`src/rtl/fifo_uart_tx.sv`:
```
// FIFO drain stage: pops one word at a time and sends it as a UART frame (start, LSB-first data, stop).
// Define FIFO_UART_TX_PARITY_EN to insert an even-parity bit between the data bits and the stop bit.
module fifo_uart_tx #(
  parameter int WIDTH        = 8,
  parameter int CLKS_PER_BIT = 16,
  parameter int CNT_WIDTH    = 16
) (
  input  logic             clk_i,
  input  logic             rst_i,
  input  logic             fifo_empty_i,
  input  logic [WIDTH-1:0] fifo_rdata_i,
  output logic             fifo_rd_en_o,
  output logic             tx_o,
  output logic             busy_o,
  output logic             done_o,
  output logic [2:0]       dbg_state_o
);

  localparam int IDX_W = (WIDTH > 1) ? $clog2(WIDTH) : 1;
  localparam logic [CNT_WIDTH-1:0] LAST_CNT = CNT_WIDTH'(CLKS_PER_BIT - 1);
  localparam logic [IDX_W-1:0]     LAST_IDX = IDX_W'(WIDTH - 1);

  typedef enum logic [2:0] {
    IDLE   = 3'd0,
    REQ    = 3'd1,
    LOAD   = 3'd2,
    START  = 3'd3,
    DATA   = 3'd4,
`ifdef FIFO_UART_TX_PARITY_EN
    PARITY = 3'd5,
`endif
    STOP   = 3'd6
  } state_t;

  state_t               state;
  logic [CNT_WIDTH-1:0] cnt;
  logic [IDX_W-1:0]     bit_idx;
  logic [WIDTH-1:0]     shift;
`ifdef FIFO_UART_TX_PARITY_EN
  logic                 parity;
`endif

  logic bit_end;
  assign bit_end = (cnt == LAST_CNT);

  // Pop handshake: rd_en is a single-cycle request issued only after empty was seen low in IDLE;
  // the popped word is valid on fifo_rdata_i in the following (LOAD) cycle. No back-pressure.
  assign fifo_rd_en_o = (state == REQ);
  assign busy_o       = (state != IDLE);
  assign dbg_state_o  = state;

  always_ff @(posedge clk_i) begin
    if (rst_i) begin
      state   <= IDLE;
      tx_o    <= 1'b1;
      done_o  <= 1'b0;
      cnt     <= '0;
      bit_idx <= '0;
      shift   <= '0;
`ifdef FIFO_UART_TX_PARITY_EN
      parity  <= 1'b0;
`endif
    end else begin
      done_o <= 1'b0;
      case (state)
        IDLE: begin
          tx_o <= 1'b1;
          if (!fifo_empty_i) state <= REQ;
        end
        REQ: begin
          tx_o  <= 1'b1;
          state <= LOAD;
        end
        LOAD: begin
          tx_o    <= 1'b1;
          shift   <= fifo_rdata_i;
`ifdef FIFO_UART_TX_PARITY_EN
          parity  <= ^fifo_rdata_i;
`endif
          cnt     <= '0;
          bit_idx <= '0;
          state   <= START;
        end
        START: begin
          tx_o <= 1'b0;
          if (bit_end) begin
            cnt   <= '0;
            state <= DATA;
          end else begin
            cnt <= cnt + CNT_WIDTH'(1);
          end
        end
        DATA: begin
          // tx_o follows the state by one cycle, so the line lags the shift register.
          tx_o <= shift[0];
          if (bit_end) begin
            cnt   <= '0;
            shift <= shift >> 1;
            if (bit_idx == LAST_IDX) begin
              bit_idx <= '0;
`ifdef FIFO_UART_TX_PARITY_EN
              state   <= PARITY;
`else
              state   <= STOP;
`endif
            end else begin
              bit_idx <= bit_idx + IDX_W'(1);
            end
          end else begin
            cnt <= cnt + CNT_WIDTH'(1);
          end
        end
`ifdef FIFO_UART_TX_PARITY_EN
        PARITY: begin
          tx_o <= parity;
          if (bit_end) begin
            cnt   <= '0;
            state <= STOP;
          end else begin
            cnt <= cnt + CNT_WIDTH'(1);
          end
        end
`endif
        STOP: begin
          tx_o <= 1'b1;
          if (bit_end) begin
            cnt    <= '0;
            done_o <= 1'b1;
            state  <= IDLE;
          end else begin
            cnt <= cnt + CNT_WIDTH'(1);
          end
        end
        default: begin
          tx_o  <= 1'b1;
          cnt   <= '0;
          state <= IDLE;
        end
      endcase
    end
  end

endmodule

```
`config.mk`:
```
export PLATFORM = sky130hd
export DESIGN_NAME = fifo_uart_tx
export DESIGN_NICKNAME = d
export VERILOG_FILES = /design/src/rtl/fifo_uart_tx.sv
export SDC_FILE = /design/constraint.sdc
export NUM_CORES = 1
export LEC_CHECK = 0
export ABC_CLOCK_PERIOD_IN_PS = 2000
export CAP_MARGIN = 20
export CORE_MARGIN = 2
export CORE_UTILIZATION = 45
export CTS_CLUSTER_SIZE = 20
export DETAILED_ROUTE_END_ITERATION = 6
export PLACE_DENSITY = 0.75
export SLEW_MARGIN = 20
export SYNTH_ARGS = -nofsm -noshare
export SYNTH_HDL_FRONTEND = slang
export SYNTH_SLANG_ARGS = --single-unit
export TNS_END_PERCENT = 50
```
`constraint.sdc`:
```
create_clock -name clk_i -period 2 [get_ports clk_i]
set_input_delay 0.2 -clock clk_i [delete_from_list [all_inputs] [get_ports clk_i]]
set_output_delay 0.2 -clock clk_i [all_outputs]
set_load 0.01 [all_outputs]
```
* After elaboration in Yosys (flattened, before gate mapping)
Cells that the tools add are included.
** Storage, ports and cells
- Bits in registers :: 32
- Input bits :: 11
- Output and inout port bits :: 7
- Word-level logic and storage cells :: 44
** Cells by class
- Add/subtract/negate cells :: 2
- Equality and inequality tests :: 12
- Mux-type cells :: 15
- Bitwise operators :: 1
- Reduce and logical (&&, ||, !) cells :: 8
** Operators by type and width (number)
- $pmux 16 s2 :: 1
- $mux 3 :: 7
- $pmux 3 s6 :: 1
- $add 16x1->16 const B :: 1
- $eq 16x4->1 const B :: 1
- $mux 16 :: 1
- $pmux 8 s2 :: 1
- $ne 2x2->1 const B :: 5
- $eq 3x3->1 const B :: 3
- $mux 8 :: 1
- $eq 3x2->1 const B :: 2
- $pmux 3 s2 :: 1
- $reduce_and 5->1 :: 1
- $reduce_or 2->1 :: 2
- $add 3x1->3 const B :: 1
- $eq 3x1->1 const B :: 1
- $logic_not 3->1 :: 1
- $reduce_bool 3->1 :: 1
- $reduce_or 3->1 :: 1
- $pmux 1 s2 :: 1
- $reduce_and 2->1 :: 1
- $reduce_bool 2->1 :: 1
- $mux 1 :: 1
- $not 1->1 :: 1

* Logic depth before layout (Yosys ltp)
- Depth in word-level cells :: 4
- Mapped depth :: 6
- Mapped depth without buffers :: 5

* Worst setup path before layout
OpenSTA, ideal clock, no wires.
- Path type :: flip-flop to flip-flop
- Start :: register cnt[0]
- End :: register shift[0]
- Library setup time :: 122 ps
- Arrival time :: 1569 ps
- Data required time :: 1878 ps
- Path slack :: 310 ps
- Cell stages (with the launch flop) :: 7
- Path buffers :: 1
- Clock period less this slack :: 1690 ps
- Cell sequence :: dfxtp_1 -> ha_1 -> and4b_1 -> and4_1 -> buf_2 -> nor3_2 -> a221o_1
** Between the ends
- Cells in the longest elaborated chain, start to end :: 3
** RTL lines
- from (decl) :: RTL line 36 : logic [CNT_WIDTH-1:0] cnt;
- from (signal assigned) :: RTL line 90 : cnt <= cnt + CNT_WIDTH'(1);
- from (signal assigned) :: RTL line 110 : cnt <= cnt + CNT_WIDTH'(1);
- from (signal assigned) :: RTL line 131 : cnt <= cnt + CNT_WIDTH'(1);
- $eq 16x4->1 :: RTL line 44 : assign bit_end = (cnt == LAST_CNT);
- $ne 2x2->1 (no line)
- $reduce_and 2->1 (no line)
- to (signal assigned) :: RTL line 76 : shift <= fifo_rdata_i;
- to (signal assigned) :: RTL line 98 : shift <= shift >> 1;
- to (decl) :: RTL line 38 : logic [WIDTH-1:0] shift;
Every way passes these cells.
A chain may end at the register's enable or synchronous reset.

* Worst setup path in the final report
- Start :: register state[2] (netlist: dbg_state_o[2])
- End :: output busy_o
** Between the ends
- Cells in the longest elaborated chain, start to end :: 1
** RTL lines
- from (decl) :: RTL line 35 : state_t state;
- from (signal assigned) :: RTL line 54 : state <= IDLE;
- from (signal assigned) :: RTL line 68 : if (!fifo_empty_i) state <= REQ;
- from (signal assigned) :: RTL line 72 : state <= LOAD;
- $reduce_bool 3->1 :: RTL line 49 : assign busy_o = (state != IDLE);
- to (decl) :: RTL line 14 : output logic busy_o,
Every way passes these cells.

==> impl_metrics.yaml <==
timing:
  skew_ns: 0.00566
  setup_viol: 0
  finalSetupTns_ns: 0
  fin_crit_ns: 1.89
  hold_slack_ns: 0.474
  timing.final.crit_share_pct: 94.5
  tightest_slew_ns: 0.522
  final-hold-violation-count: 0
  relSlewSlack_pct: 65.2
  rsz0062_at_grt: "false"
  fmax_mhz: 529
  final_max_slew_viol_count: 0
synth:
  synthesis.nets: 208
  synth_top_area_share_pct: 38.9
  synth_top_area_cell: "dfxtp_1"
  synthAdderAreaFrac_pct: 2.28
  ys_seq_area_share_pct: 38.9
  synth_xor_area_share_pct: 4.78
  synth_area_per_cell_um2: 8.49
  synthTopCellsByArea: "dfxtp_1 (39%), a21oi_1 (6.1%), nand2_1 (5.5%)"
  yosysWarnings: 0
  synth_top_family_by_area: "simple AND/OR/NAND/NOR gates"
  async_flop_share_pct: 0
  synth_compound_area_share_pct: 20.6
  synth_mux_area_share_pct: 0.607
  synth_edf_count: 0
  synth.distinct_cells: 45
  synthFlopType: "dfxtp_1"
  synth-simple-area-share_pct: 28.8
  syn_inst: 194
  synth-seq-cells: 32
  synth_area_mm2: 0.00165
cts:
  cts.path.max_buffers: 2
  clkLatencyLatePin_ns: 0.33
  cts_tree: "done"
  cts_num_sinks: 32
  clk_pin_slew_worst_paths_ns: 0.09
  h-tree-depth: 2
  numCtsBuffers: 5
  cts_root_buf: "clkbuf_4"
  postCtsHoldBufs: 0
worst_setup_path:
  regToRegEndpoint: "bit_idx[0]"
  crit_family: "buffers and inverters"
  slowest_stage: "clkdlybuf4s50_1"
  cp_max_fo: 10
  required_ns: 1.80
  cpPeakStageDelay_ns: 0.48
  r2r_setup_slack_ns: 0.20
  crit_cells: 4
  worstSetupPathType: "register to primary output"
  start_kind: "register"
  r2r-start: "cnt[0]"
  path_buf_inv: 2
  rr_worst_depth: 6
  arrival_ns: 1.69
  crit_path_end_kind: "primary output"
  crit_chain: "buf_4, nor2_1, nand2_1, clkdlybuf4s50_1"
global_route:
  grt_max_degree: 14
  grt_pass1_wl_um: 6190
  antenna_found_initial: 0
  gr-total-overflow: 0
  track_usage_pct: 19.1
  grt_pass1_vias: 1403
power:
  p_seq_share_pct: 58.5
  power_density_mw_per_mm2: 595
  total_power_mw: 1.20
  switching_share_pct: 26.1
  vdd_drop_max_uv: 373
  switching_power_mw: 0.313
  total_leakage_power_nw: 0.722
  combPwrFrac_pct: 13.4
  power.internal_mw: 0.887
  p_clk_share_pct: 28.1
die:
  initial_core_util_pct: 48.2
  dieWidth_um: 64.5
  std_cell_rows: 21
  die-area_mm2: 0.00416
  core_mm2: 0.00342
  ioPinCount: 18
  die_y_um: 64.5
route:
  drtAntennaViolNets: 0
  wl_per_cell_um: 13.3
  drt-initial-drc-count: 115
  vias_per_cell: 5.73
  vias: 1558
  drc_errors: 0
  first_pass_iters: 4
  wirelength_um: 3630
placement:
  hpwl_um: 2690
  gp_congestion: 0.806
  io_buffers: 17
layout:
  syn_to_final_growth_pct: 22.5
  final_layout_size_suffix_gt1_share_pct: 16.4
  final_common_cell: "dfxtp_1"
  n_fill_cell: 319
  final_net_count: 240
  n_antenna_cell: 0
  mostFrequentLayoutCells: "dfxtp_1 (30), nand2_1 (24), a21oi_1 (19), buf_4 (19), clkdlybuf4s50_1 (17)"
worst_hold_path:
  hold_path.class: "input pin to register"
  min_path_cells: 3
  min_from: "fifo_rdata_i[7]"
  hold_end: "shift[7]"
run_status:
  status: "finished, final reports clean"
job:
  max-cap-violations: 0
==> per-stage QoR <==
stage,instance area (um2),cells,utilization [%],setup slack (ns)
final,2020,272,59.1,0.109
after global placement,1970,265,57.5,0.0878
after detailed placement,1970,265,57.5,0.0115
after CTS,2020,272,59.0,0.0340
after floorplan,1650,194,-,0.310
after global routing,2020,272,59.1,0.00152
==> per-layer routing <==
layer,track usage (%),vias to the layer above,wire length (um)
met3,6.25,4,188
met4,7.98,0,44
met2,29.7,36,1720
li1,-,792,-
met5,0,-,0
met1,24.4,726,1680
==> worst reg2reg max path: stages, from the launching register on <==
cell and delay [ns]:
dfxtp_1 0.35, ha_1 0.17, and4b_1 0.25, nand4_1 0.14, buf_4 0.23, or4_1 0.47, a21oi_1 0.14
==> flip-flops by register name (all words and copies together) (netlist names) <==
| register | count |
|---|---|
| bit_idx | 3 |
| cnt | 16 |
| dbg_state_o | 3 |
| done_o | 1 |
| shift | 8 |
| tx_o | 1 |
==> kinds of logic (layout without fill, tap and decap cells) <==
family | after synthesis | after routing
AO/OA/AOI/OAI | 50 | 50
XOR/XNOR | 9 | 9
adder cells (fa/ha/maj) | 3 | 3
buffers and inverters | 15 | 47
flip-flops | 32 | 32
multiplexers | 1 | 1
AND/OR/NAND/NOR | 84 | 84
==> area by class of cell <==
type / count / area, um2 / area share, %
clock buffers: 6 / 41.3 / 2.05
flip-flops and latches: 32 / 643 / 31.9
inverters: 4 / 15.0 / 0.744
clock inverters: 1 / 5.00 / 0.248
repair buffers: 36 / 313 / 15.5
multi-input cells: 147 / 943 / 46.7
well taps: 46 / 57.6 / 2.85
==> power groups by stage <==
stage	clock, mW	combinational (mW)	sequential [mW]
2_1_floorplan	0	0.101	0.704
3_3_place_gp	0	0.158	0.714
3_5_place_dp	0	0.159	0.716
4_1_cts	0.353	0.161	0.701
5_1_grt	0.384	0.178	0.706
6_report	0.337	0.161	0.702
==> worst max path at each step <==
| stage | start | end |
|---|---|---|
| 2_1_floorplan | cnt[0] | shift[0] |
| 3_3_place_gp | cnt[0] | cnt[6] |
| 3_5_place_dp | cnt[0] | cnt[6] |
| 4_1_cts | dbg_state_o[0] | fifo_rd_en_o |
| 5_1_grt | dbg_state_o[2] | busy_o |
| 6_report | dbg_state_o[2] | busy_o |
==> synth_stat cells (2+ instances only) <==
cell type and number:
o211ai_1 5, nor2_1 13, nand2_1 24, inv_1 4, nand4_1 7, a221o_1 7
nand4b_1 2, and3_1 2, nand3_1 10, dfxtp_1 32, xnor2_1 6, buf_2 6
o21ai_0 8, or3_1 2, clkbuf_1 4, nand3b_1 2, nor3_2 2, and4_1 3
ha_1 3, nor3_1 6, a21oi_1 20, xor2_1 3
==> timing repair <==
action	CTS	global route
endpoints found under the setup margin	1	2
gates cloned	0	0
buffers inserted	0	0
gates resized for setup	1	2
Note: power is estimated with default switching activity, not from simulation.
